--- config.mk ---
export PLATFORM = sky130hd
export DESIGN_NAME = rvfi_order_buffer_flat
export DESIGN_NICKNAME = d
export VERILOG_FILES = /design/src/rtl/rvfi_order_buffer_if.sv /design/src/rtl/rvfi_order_buffer.sv /design/src/flat_wrapper.sv
export SDC_FILE = /design/constraint.sdc
export NUM_CORES = 1
export LEC_CHECK = 0
export CORE_ASPECT_RATIO = 0.9
export CORE_MARGIN = 8
export CORE_UTILIZATION = 40
export CTS_CLUSTER_SIZE = 14
export DETAILED_ROUTE_END_ITERATION = 6
export SLEW_MARGIN = 0
export SYNTH_ARGS = -nofsm -noshare
export SYNTH_HDL_FRONTEND = slang
export SYNTH_SLANG_ARGS = --single-unit
--- constraint.sdc ---
create_clock -name clk -period 25.1 [get_ports clk]
set_clock_uncertainty 0.15 [all_clocks]
set_input_delay 5.02 -clock clk [delete_from_list [all_inputs] [get_ports clk]]
set_output_delay 5.02 -clock clk [all_outputs]
set_load 0.02 [all_outputs]
--- src/rtl/rvfi_order_buffer_if.sv ---
// ---------------------------------------------------------------------------
// rvfi_order_buffer_if
// One RVFI retirement stream: a valid strobe, the order tag and the opaque
// payload bundle. There is no ready signal because the stream has no
// backpressure.
//   valid   : retirement present this cycle
//   order   : ORDER_W-bit order tag
//   payload : PAYLOAD_W-bit retirement bundle
// Modports:
//   master : drives the stream
//   slave  : receives the stream
// ---------------------------------------------------------------------------
interface rvfi_order_buffer_if #(
    parameter int ORDER_W   = 64,
    parameter int PAYLOAD_W = 128
);
    logic                 valid;
    logic [ORDER_W-1:0]   order;
    logic [PAYLOAD_W-1:0] payload;

    modport master (output valid, output order, output payload);
    modport slave  (input  valid, input  order, input  payload);
endinterface

--- src/rtl/rvfi_order_buffer.sv ---
// ---------------------------------------------------------------------------
// rvfi_order_buffer
// Accepts RVFI retirements in any order of their order tag, holds them in a
// window of DEPTH slots indexed by (order mod DEPTH), and re-emits them in
// strictly ascending order, at most one per cycle, from registered outputs.
// Ports:
//   clk, reset     : clock and synchronous active-high reset
//   in_if  (slave) : incoming retirement stream (valid/order/payload)
//   out_if (master): in-order retirement stream, registered
//   count_o        : number of occupied slots
//   err_window_o   : sticky, an input tag fell outside the window
//   err_dup_o      : sticky, an input tag hit an occupied slot
//   err_timeout_o  : sticky, head stalled for TIMEOUT cycles
// Optional feature: define RISCV_FORMAL_ORDER_TIMEOUT_EN to build the stall
// counter behind err_timeout_o; otherwise err_timeout_o is constant 0.
// ---------------------------------------------------------------------------
module rvfi_order_buffer #(
    parameter int                 ORDER_W     = 64,
    parameter int                 PAYLOAD_W   = 128,
    parameter int                 DEPTH       = 8,
    parameter logic [ORDER_W-1:0] START_ORDER = '0,
    parameter int                 TIMEOUT     = 64
) (
    input  logic                      clk,
    input  logic                      reset,
    rvfi_order_buffer_if.slave        in_if,
    rvfi_order_buffer_if.master       out_if,
    output logic [$clog2(DEPTH):0]    count_o,
    output logic                      err_window_o,
    output logic                      err_dup_o,
    output logic                      err_timeout_o
);
    localparam int IDX_W = $clog2(DEPTH);
    localparam int CNT_W = IDX_W + 1;

    logic [ORDER_W-1:0]   exp_q, exp_d;
    logic [DEPTH-1:0]     slot_valid_q, slot_valid_d;
    logic [PAYLOAD_W-1:0] slot_payload_q [DEPTH];
    logic [CNT_W-1:0]     count_q, count_d;
    logic                 out_valid_q, out_valid_d;
    logic [ORDER_W-1:0]   out_order_q, out_order_d;
    logic [PAYLOAD_W-1:0] out_payload_q, out_payload_d;
    logic                 err_window_q, err_window_d;
    logic                 err_dup_q, err_dup_d;

    logic [ORDER_W-1:0]   dist_s;
    logic [IDX_W-1:0]     in_idx_s;
    logic [IDX_W-1:0]     head_idx_s;
    logic                 in_window_s;
    logic                 accept_s;
    logic                 bypass_s;
    logic                 store_s;
    logic                 head_hit_s;
    logic                 hit_s;

    // Input classification: modular distance from the head makes order wrap free.
    always_comb begin
        dist_s      = in_if.order - exp_q;
        in_idx_s    = in_if.order[IDX_W-1:0];
        head_idx_s  = exp_q[IDX_W-1:0];
        in_window_s = (dist_s < ORDER_W'(DEPTH));
        accept_s    = in_if.valid & in_window_s & ~slot_valid_q[in_idx_s];
        bypass_s    = accept_s & (in_if.order == exp_q);
        store_s     = accept_s & ~bypass_s;
        head_hit_s  = slot_valid_q[head_idx_s];
        hit_s       = head_hit_s | bypass_s;
    end

    // Next-state for head pointer, slot occupancy, output register and flags.
    // An accepted store never targets the head slot (that would be dist=DEPTH),
    // so the clear and the set below touch different slots.
    always_comb begin
        exp_d         = exp_q;
        slot_valid_d  = slot_valid_q;
        out_valid_d   = 1'b0;
        out_order_d   = out_order_q;
        out_payload_d = out_payload_q;
        count_d       = count_q + CNT_W'(store_s) - CNT_W'(head_hit_s);
        err_window_d  = err_window_q | (in_if.valid & ~in_window_s);
        err_dup_d     = err_dup_q | (in_if.valid & in_window_s & slot_valid_q[in_idx_s]);
        if (hit_s) begin
            out_valid_d = 1'b1;
            out_order_d = exp_q;
            exp_d       = exp_q + ORDER_W'(1);
            if (bypass_s) begin
                out_payload_d = in_if.payload;
            end else begin
                out_payload_d = slot_payload_q[head_idx_s];
            end
        end else begin
            out_valid_d = 1'b0;
        end
        if (head_hit_s) begin
            slot_valid_d[head_idx_s] = 1'b0;
        end else begin
            slot_valid_d = slot_valid_d;
        end
        if (store_s) begin
            slot_valid_d[in_idx_s] = 1'b1;
        end else begin
            slot_valid_d = slot_valid_d;
        end
    end

    // Control and output registers with synchronous reset.
    always_ff @(posedge clk) begin
        if (reset) begin
            exp_q         <= START_ORDER;
            slot_valid_q  <= '0;
            count_q       <= '0;
            out_valid_q   <= 1'b0;
            out_order_q   <= '0;
            out_payload_q <= '0;
            err_window_q  <= 1'b0;
            err_dup_q     <= 1'b0;
        end else begin
            exp_q         <= exp_d;
            slot_valid_q  <= slot_valid_d;
            count_q       <= count_d;
            out_valid_q   <= out_valid_d;
            out_order_q   <= out_order_d;
            out_payload_q <= out_payload_d;
            err_window_q  <= err_window_d;
            err_dup_q     <= err_dup_d;
        end
    end

    // Slot payload storage; contents are qualified by slot_valid_q so no reset needed.
    always_ff @(posedge clk) begin
        if (store_s) begin
            slot_payload_q[in_idx_s] <= in_if.payload;
        end
    end

`ifdef RISCV_FORMAL_ORDER_TIMEOUT_EN
    localparam int STALL_W = $clog2(TIMEOUT + 1);

    logic [STALL_W-1:0] stall_q, stall_d;
    logic               err_timeout_q, err_timeout_d;

    // Stall counter: counts cycles with buffered entries but no emit, saturating.
    always_comb begin
        stall_d       = stall_q;
        err_timeout_d = err_timeout_q;
        if (hit_s) begin
            stall_d = '0;
        end else if ((count_q != '0) && (stall_q != STALL_W'(TIMEOUT))) begin
            stall_d = stall_q + STALL_W'(1);
        end else begin
            stall_d = stall_q;
        end
        if (stall_d == STALL_W'(TIMEOUT)) begin
            err_timeout_d = 1'b1;
        end else begin
            err_timeout_d = err_timeout_q;
        end
    end

    // Stall counter and sticky timeout flag registers.
    always_ff @(posedge clk) begin
        if (reset) begin
            stall_q       <= '0;
            err_timeout_q <= 1'b0;
        end else begin
            stall_q       <= stall_d;
            err_timeout_q <= err_timeout_d;
        end
    end

    assign err_timeout_o = err_timeout_q;
`else
    // Stall detection compiled out; TIMEOUT is referenced only so the
    // parameter list stays identical between builds.
    assign err_timeout_o = 1'b0 & (TIMEOUT > 0);
`endif

    assign out_if.valid   = out_valid_q;
    assign out_if.order   = out_order_q;
    assign out_if.payload = out_payload_q;
    assign count_o        = count_q;
    assign err_window_o   = err_window_q;
    assign err_dup_o      = err_dup_q;
endmodule

--- src/flat_wrapper.sv ---
// flat-port wrapper written by rule: the top's interface ports become plain ports
module rvfi_order_buffer_flat 
#(
    parameter int                 ORDER_W     = 64,
    parameter int                 PAYLOAD_W   = 128,
    parameter int                 DEPTH       = 8,
    parameter logic [ORDER_W-1:0] START_ORDER = '0,
    parameter int                 TIMEOUT     = 64
)
  (clk, reset, count_o, err_window_o, err_dup_o, err_timeout_o, in_if_valid, in_if_order, in_if_payload, out_if_valid, out_if_order, out_if_payload);
  rvfi_order_buffer_if #(.ORDER_W(ORDER_W), .PAYLOAD_W(PAYLOAD_W)) in_if_i ();
  rvfi_order_buffer_if #(.ORDER_W(ORDER_W), .PAYLOAD_W(PAYLOAD_W)) out_if_i ();
  input  logic clk;
  input  logic reset;
  output logic [$clog2(DEPTH):0] count_o;
  output logic err_window_o;
  output logic err_dup_o;
  output logic err_timeout_o;
  input wire logic [$bits(in_if_i.valid)-1:0] in_if_valid;
  input wire logic [$bits(in_if_i.order)-1:0] in_if_order;
  input wire logic [$bits(in_if_i.payload)-1:0] in_if_payload;
  output wire logic [$bits(out_if_i.valid)-1:0] out_if_valid;
  output wire logic [$bits(out_if_i.order)-1:0] out_if_order;
  output wire logic [$bits(out_if_i.payload)-1:0] out_if_payload;
  assign in_if_i.valid = in_if_valid;
  assign in_if_i.order = in_if_order;
  assign in_if_i.payload = in_if_payload;
  assign out_if_valid = out_if_i.valid;
  assign out_if_order = out_if_i.order;
  assign out_if_payload = out_if_i.payload;
  rvfi_order_buffer #(.ORDER_W(ORDER_W), .PAYLOAD_W(PAYLOAD_W), .DEPTH(DEPTH), .START_ORDER(START_ORDER), .TIMEOUT(TIMEOUT)) u_core (.clk(clk), .reset(reset), .in_if(in_if_i), .out_if(out_if_i), .count_o(count_o), .err_window_o(err_window_o), .err_dup_o(err_dup_o), .err_timeout_o(err_timeout_o));
endmodule
Word level (Yosys, flattened, before mapping)
Memory sizes are Yosys's and may differ from the RTL's. A register that Yosys moved wholly into a read port is not among the register bits.
Cells that the tools add are included.
Cells by class
  add/subtract/negate cells: 4
  shifts and indexed selects: 0
  mux-type cells: 16
  order comparisons: 5
  reductions and logical operators: 2
  $mul: 0
  bitwise gates (word level): 15
  equality and inequality tests: 1
  div/mod/pow operators: 0
Operator list (count)
  $mux W128: 1
  $add A64 B1 Y64 const B: 1
  $eq A64 B64 Y1: 1
  $lt A64 B4 Y1 const B: 1
  $sub A64 B64 Y64: 1
  $mux W8: 2
  $and A8 B8 Y8: 1
  $lt A3 B4 Y1 const B: 2
  $not A8 Y8: 1
  $or A8 B8 Y8: 1
  $mux W1: 7
  $and A1 B1 Y1: 6
  $bmux W1 S3: 2
  $demux W1 S3: 2
  $ge A3 B1 Y1 const B: 2
  $mux W3: 2
  $add A4 B1 Y4: 1
  $sub A4 B1 Y4: 1
  $not A1 Y1: 3
  $or A1 B1 Y1: 3
  $logic_and A1 B1 Y1: 2
Storage, ports and cells
  bits in latches: 0
  memories kept: 1
  register bits: 271
  word-level logic and storage cells: 52
  ROM bits: 0
  RAM bits: 1024
  output and inout port bits: 200
  bits of input ports: 195
Memories
  u_core.slot_payload_q: depth 8, width 128, rd ports 1, clocked after Yosys merged registers in 1, wr ports 1, RTL line rvfi_order_buffer.sv:38  | logic [PAYLOAD_W-1:0] slot_payload_q [DEPTH];

Depth between registers and ports, before layout
Gate-level depths: netlist of the first run.
  depth after elaboration: 9
  depth in mapped cells: 19
  mapped depth without buffers: 18

Worst setup path before layout of the first run
OpenSTA, ideal clock, no wires.
  path kind: input to register
  start point: in in_if_order[0]
  end point: mem u_core.slot_payload_q[0][0], enable pin
  required time: 24021 ps
  cell stages on the path: 14
  data arrival time: 20338 ps
  path buffers: 1
  setup time: 929 ps
  path slack: 3684 ps
  path through: clkbuf_1 -> clkinv_1 -> ha_1 -> nand2b_1 -> a21oi_1 -> o21ai_0 -> o31ai_1 -> xor2_1 -> a221oi_1 -> o211ai_1 -> or4_4 -> nor4b_1 -> nand4b_1 -> nor4_1
On the way
  cells in the longest elaborated chain, start to end: 9
  elaborated cells between the ends (all ways): 13
  those cells by class: 1 x add/sub; 1 x order compare; 1 x eq/ne; 4 x mux; 6 x bitwise
RTL lines
  start, declared: RTL line flat_wrapper.sv:20  | input wire logic [$bits(in_if_i.order)-1:0] in_if_order;
  $sub A64 B64 Y64 / $bmux W1 S3 (equally long branches): RTL line rvfi_order_buffer.sv:58, rvfi_order_buffer.sv:62
  $lt A64 B4 Y1 / $mux W1 (equally long branches): RTL line rvfi_order_buffer.sv:61, rvfi_order_buffer.sv:62
  $and A1 B1 Y1 / $not A1 Y1 (equally long branches): RTL line rvfi_order_buffer.sv:62  | accept_s = in_if.valid & in_window_s & ~slot_valid_q[in_idx_s];
  $and A1 B1 Y1: RTL line rvfi_order_buffer.sv:62
  $and A1 B1 Y1: RTL line rvfi_order_buffer.sv:63  | bypass_s = accept_s & (in_if.order == exp_q);
  $not A1 Y1: RTL line rvfi_order_buffer.sv:64  | store_s = accept_s & ~bypass_s;
  $and A1 B1 Y1: RTL line rvfi_order_buffer.sv:64
  $mux W1: RTL line rvfi_order_buffer.sv:130  | if (store_s) begin
  $mux W1 (not written as such): RTL line rvfi_order_buffer.sv:131  | slot_payload_q[in_idx_s] <= in_if.payload;
  end, declared: RTL line rvfi_order_buffer.sv:38
Parallel ways exist; a longest one is shown, timed or not. The select of a mux whose other input is x is not followed.

Worst setup path after layout of the first run
  start point: in in_if_order[0]
  end point: mem u_core.slot_payload_q[1][79], enable pin
The elaborated chain is that of the path after synthesis.

==> results.sh, run 1 <==
export IMPL_fin_crit_ps=11630
export IMPL_grt_use_total_pct=19.5
export IMPL_gp_congestion=0.964
export IMPL_syn_area_um2=55200
export IMPL_vias=35000
export IMPL_worstPathCellList="clkdlybuf4s50_1 > clkinv_1 > ha_1 > nand2b_1 > a21oi_1 > o21ai_0 > a21boi_0 > o2111ai_1 > nor4_1 > nand4_1 > or4_4 > nor4b_1 > nand4b_1 > nor4_2 > buf_4 > buf_4"
export IMPL_slowest_stage="nor4_2"
export IMPL_totalWireLength_um=152000
export IMPL_drive_gt1_share_pct=12.5
export IMPL_drt_initial_drc_count=3092
export IMPL_cts_setup_buffers=0
export IMPL_clock_root_buffer="clkbuf_16"
export IMPL_grt_overflow=0
export IMPL_status="finished, final reports clean"
export IMPL_max_freq_mhz=86.0
export IMPL_peakVddDrop_v=0.0000626
export IMPL_cts_tree="built"
export IMPL_initial_core_util_pct=40.2
export IMPL_clock_sinks=1298
export IMPL_cts_hold_buf=0
export IMPL_nFillCells=11900
export IMPL_utilization_pct=47.7
export IMPL_antenna_found_initial=8
export IMPL_syn_to_final_growth_pct=18.5
export IMPL_clk_latency_ps=740
export IMPL_fin_setup_tns_ps=0
export IMPL_drt_pass1_iter_count=7
export IMPL_cts_path_max_buffers=3
export IMPL_synth_seq_area_share_pct=65.6
export IMPL_end_kind="flip-flop"
export IMPL_worst_setup_path_type="input pin to flip-flop"
export IMPL_io_pins=395
export IMPL_worstHoldPathCells=2
export IMPL_wl_per_cell_um=24.4
export IMPL_cts_clk_slew_worst_paths_ps=50
export IMPL_io_buffers=393
export IMPL_ys_seq_elements=1298
export IMPL_drc=0
export IMPL_dieWidth_um=408
export IMPL_period_share_pct=46.3
export IMPL_grt_pass1_wl_um=226000
export IMPL_maxSlewViolCount=0
export IMPL_async_flop_share_pct=0
export IMPL_critPathMaxFanout=49
export IMPL_ys_warnings_count=0
export IMPL_placed_cells=5974
export IMPL_relSlewSlack_pct=24.3
export IMPL_design_die_area_um2=150000
export IMPL_grt_pass1_vias=34900
export IMPL_worst_pin_slew_ps=1130
export IMPL_cts_inserted_buffers=137
export IMPL_powerDensity_nw_per_um2=68.1
export IMPL_synthCells=3947
export IMPL_grt_max_degree=176
export IMPL_chipHeight_um=368
export IMPL_synthDistinctLibCells=90
export IMPL_slowest_delay_ps=950
export IMPL_cp_data_required_time_ps=25320
export IMPL_dpl_hpwl_um=95000
export IMPL_maxCapViolCount=0
export IMPL_hold_violations=0
export IMPL_setup_viol_count_final=0
export IMPL_synth_avg_cell_area_um2=14.0
export IMPL_p_leak_nw=19.8
export IMPL_cp_common_cell="buf_4"
export IMPL_final_cells=6231
export IMPL_viasPerCell=5.61
export IMPL_cts_resized=0
export IMPL_worstPathArrival_ps=11850
export IMPL_syn_nets=4211
export IMPL_reg2reg_depth=14
export IMPL_final_net_count=4543
export IMPL_start_kind="input pin"
export IMPL_synth_main_ff_cell="edfxtp_1"
export IMPL_ant_nets=0
export IMPL_core_um2=137000
export IMPL_hold_class="flip-flop to flip-flop"
export IMPL_fp_row_count=129
export IMPL_rsz0062_at_grt="false"
export IMPL_hold_slack_ps=299
export IMPL_synth_edf_count=1024
export IMPL_cts_htree_levels=4
[worst paths after layout]
kind                                                            from                                endpoint  slack [ps]
worst max register to register         u_core.exp_q[17]$_SDFFE_PP0N_  u_core.slot_payload_q[1][79]$_DFFE_PP_       17540
worst max-delay path                                  in_if_order[0]  u_core.slot_payload_q[1][79]$_DFFE_PP_       13470
worst min register to register  u_core.out_if.order[27]$_SDFFE_PP0N_    u_core.out_if.order[27]$_SDFFE_PP0N_         300
worst min-delay path            u_core.out_if.order[27]$_SDFFE_PP0N_    u_core.out_if.order[27]$_SDFFE_PP0N_         300
[final cells by class]
| class | instances | area (um2) | share of cell area, % |
|---|---|---|---|
| Clock buffer | 187 | 3780 | 5.78 |
| Tap cell | 1834 | 2290 | 3.51 |
| Antenna cell | 6 | 15.0 | 0.0230 |
| Sequential cell | 1298 | 36200 | 55.4 |
| Inverter | 88 | 330 | 0.505 |
| Clock inverter | 64 | 656 | 1.00 |
| Multi-Input combinational cell | 2322 | 17800 | 27.2 |
| Timing Repair Buffer | 432 | 4310 | 6.58 |
[registers in the layout (all words and copies together), names as in the netlist, named ones only]
register               count
u_core.count_o             4
u_core.err_dup_o           1
u_core.err_window_o        1
u_core.exp_q              64
u_core.out_if.order       64
u_core.out_if.payload    128
u_core.out_if.valid        1
u_core.slot_payload_q   1024
u_core.slot_valid_q        8
[kinds of logic (layout without fill, tap and decap cells)]
logic type	count (synthesis)	count (layout)	synth area share, %
AOI/OAI and AO/OA	765	765	8.13
xor gates and xnor gates	39	39	0.619
adders and majority gates	69	69	1.58
buffers and inverters	327	771	2.36
DFF	1298	1298	65.6
muxes	400	400	13.1
other	1	7	0.00679
and+or+nand+nor	1048	1048	8.57
[per-layer routing]
metal / wire (um) / GRT usage [%] / vias up
met5: 0 / 0 / -
li1: - / - / 15800
met2: 72900 / 32.3 / 1097
met1: 65400 / 26.0 / 17800
met4: 4260 / 5.98 / 0
met3: 9290 / 3.92 / 227
[critical path, delay by kind of cell]
family | cells | cell delay, ps
AO/OA/AOI/OAI | 4 | 1110
adder cells (fa/ha/maj) | 1 | 310
buffers and inverters | 4 | 2300
AND/OR/NAND/NOR | 7 | 2990
[through the flow]
| stage | total power [mW] | setup WS, ps | instance area [um2] |
|---|---|---|---|
| final | 4.45 | 13470 | 65400 |
| after global placement | 2.52 | 12900 | 61000 |
| after global routing | 4.59 | 13000 | 65400 |
| after detailed placement | 2.52 | 12910 | 61000 |
| after floorplan | 2.43 | 3680 | 55200 |
| after CTS | 4.50 | 13690 | 65400 |
[placed cells by master (no fill, tap or decap), drive strengths merged, types with 8 or more instances in the layout]
cell and count:
edfxtp 1024, nand2 656, clkdlybuf4s50 392, a21oi 343, dfxtp 274, mux4 258
o21ai 214, clkbuf 187, mux2i 139, nor2 98, inv 93, ha 68
nand4 59, clkinv 51, buf 40, nand3 35, nor4 32, nor3 31
o31ai 28, o21a 25, or4 23, and4 22, a21o 22, and3 22
xor2 22, or3 18, xnor2 17, o211ai 15, a31oi 15, and2 14
a211oi 10, nand2b 9, o22ai 9, o21bai 9, or2 8
[power by group]
| group | internal [mW] | switching, mW | leakage, nW |
|---|---|---|---|
| sequential | 2.32 | 0.000198 | 11.4 |
| clock | 1.14 | 0.839 | 2.18 |
| combinational | 0.0579 | 0.102 | 6.18 |
| total | 3.51 | 0.941 | 19.8 |
[Yosys cell counts (25+ instances only)]
master       n  area share (%)
clkbuf_1   177             1.2
nand4_1     58            0.66
mux4_2     258              11
ha_1        68             1.5
dfxtp_1    274             9.9
nor3_1      31            0.28
o21a_1      25            0.34
o21ai_0    208             1.9
a21oi_1    342             3.1
buf_2       31            0.28
nor4_1      30            0.34
inv_1       87            0.59
nand3_1     35            0.32
edfxtp_1  1024              56
mux2i_1    139             2.5
nor2_1      98            0.67
nand2_1    656             4.5
Power figures use the tool's default switching activity.
==> inputs of run 2 (changes only) <==
clock period = 12.1 ns   (was 25.1 ns; I/O delays follow)
==> results.sh, run 2 (synthesis results as in run 1) <==
export IMPL_largest_reg_flops=1024
export IMPL_cts_clk_slew_worst_paths_ps=60
export IMPL_cts_inserted_buffers=136
export IMPL_cp_data_required_time_ps=12320
export IMPL_end_kind="flip-flop"
export IMPL_core_um2=137000
export IMPL_drt_pass1_iter_count=5
export IMPL_viasPerCell=5.57
export IMPL_syn_to_final_growth_pct=18.9
export IMPL_clk_latency_ps=760
export IMPL_fp_row_count=129
export IMPL_io_buffers=393
export IMPL_clock_sinks=1298
export IMPL_utilization_pct=47.8
export IMPL_cts_setup_buffers=0
export IMPL_nFillCells=11900
export IMPL_drive_gt1_share_pct=12.2
export IMPL_ant_nets=0
export IMPL_initial_core_util_pct=40.2
export IMPL_final_net_count=4541
export IMPL_worst_setup_path_type="input pin to flip-flop"
export IMPL_relSlewSlack_pct=21.0
export IMPL_design_die_area_um2=150000
export IMPL_dpl_hpwl_um=94200
export IMPL_totalWireLength_um=151000
export IMPL_fin_crit_ps=9270
export IMPL_period_share_pct=76.6
export IMPL_final_cell_mix="edfxtp_1 (1,024), nand2_1 (656), clkdlybuf4s50_1 (392)"
export IMPL_vias=34700
export IMPL_cts_htree_levels=4
export IMPL_peakVddDrop_v=0.000135
export IMPL_dieWidth_um=408
export IMPL_grt_pass1_wl_um=225000
export IMPL_wl_per_cell_um=24.3
export IMPL_drt_initial_drc_count=2927
export IMPL_hold_violations=0
export IMPL_setup_viol_count_final=0
export IMPL_maxCapViolCount=0
export IMPL_clock_root_buffer="clkbuf_16"
export IMPL_hold_slack_ps=302
export IMPL_regMostFlops="u_core.slot_payload_q"
export IMPL_start_kind="input pin"
export IMPL_io_pins=395
export IMPL_maxSlewViolCount=0
export IMPL_drc=0
export IMPL_grt_max_degree=199
export IMPL_grt_use_total_pct=19.5
export IMPL_p_leak_nw=19.8
export IMPL_powerDensity_nw_per_um2=142
export IMPL_max_freq_mhz=108
export IMPL_worst_pin_slew_ps=1180
export IMPL_critPathMaxFanout=128
export IMPL_layout_commonest_cell="edfxtp_1"
export IMPL_worstPathArrival_ps=9490
export IMPL_cts_path_max_buffers=3
export IMPL_cts_hold_buf=0
export IMPL_cts_tree="built"
export IMPL_grt_overflow=0
export IMPL_antenna_found_initial=12
export IMPL_hold_class="flip-flop to flip-flop"
export IMPL_cts_resized=0
export IMPL_grt_pass1_vias=34900
export IMPL_chipHeight_um=368
export IMPL_fin_setup_tns_ps=0
export IMPL_power_mw=9.33
export IMPL_rsz0062_at_grt="false"
export IMPL_status="finished, final reports clean"
export IMPL_gp_congestion=0.939
## run 2: final timing paths
kind	slack [ps]	from	depth (start not counted)	end
setup / recovery	2830	in_if_order[0]	15	u_core.slot_payload_q[6][2]$_DFFE_PP_
hold / removal	300	u_core.out_if.order[45]$_SDFFE_PP0N_	2	u_core.out_if.order[45]$_SDFFE_PP0N_
setup reg to reg	4680	u_core.exp_q[17]$_SDFFE_PP0N_	13	u_core.slot_payload_q[6][2]$_DFFE_PP_
hold reg to reg	300	u_core.out_if.order[45]$_SDFFE_PP0N_	2	u_core.out_if.order[45]$_SDFFE_PP0N_
## run 2: worst max-delay path, cell delays in order
cell             delay [ps]
clkdlybuf4s50_1         890
clkinv_1                570
ha_1                    390
nand2b_1                160
a21oi_1                 470
o21ai_0                 200
a2111oi_0               800
nor3_1                  260
xor2_1                  260
o221ai_1                160
nor4_1                  300
and4_1                  270
nand4b_1                870
nor4_4                  590
buf_12                  690
## run 2: per-layer routing
| metal | vias up | wire length, um | track usage [%] |
|---|---|---|---|
| li1 | 15800 | - | - |
| met5 | - | 41 | 0 |
| met3 | 208 | 9730 | 3.97 |
| met4 | 6 | 3580 | 5.44 |
| met2 | 1088 | 73400 | 32.7 |
| met1 | 17600 | 64500 | 25.8 |
## run 2: through the flow
| step | setup WS (ps) | instances | cell area [um2] |
|---|---|---|---|
| finish | 2830 | 6230 | 65600 |
| global route | 2600 | 6224 | 65600 |
| CTS | 2990 | 6224 | 65600 |
| detailed placement | 2190 | 5973 | 61100 |
| global placement | 2250 | 5973 | 61100 |
| floorplan | -1620 | 3947 | 55300 |
## run 2: report_power, final
| group | leakage, nW | internal, mW | switching [mW] |
|---|---|---|---|
| logic | 6.22 | 0.120 | 0.211 |
| registers | 11.4 | 4.80 | 0.000709 |
| clock network | 2.18 | 2.42 | 1.77 |
## run 2: area by class of cell
type / instances / area [um2] / area share, %
antenna: 6 / 15.0 / 0.0229
clock buffer: 189 / 3760 / 5.74
clock inverter: 62 / 779 / 1.19
inverter: 88 / 330 / 0.503
multi-input combinational: 2322 / 17800 / 27.2
sequential: 1298 / 36200 / 55.2
tap: 1834 / 2290 / 3.50
timing repair buffer: 431 / 4360 / 6.65
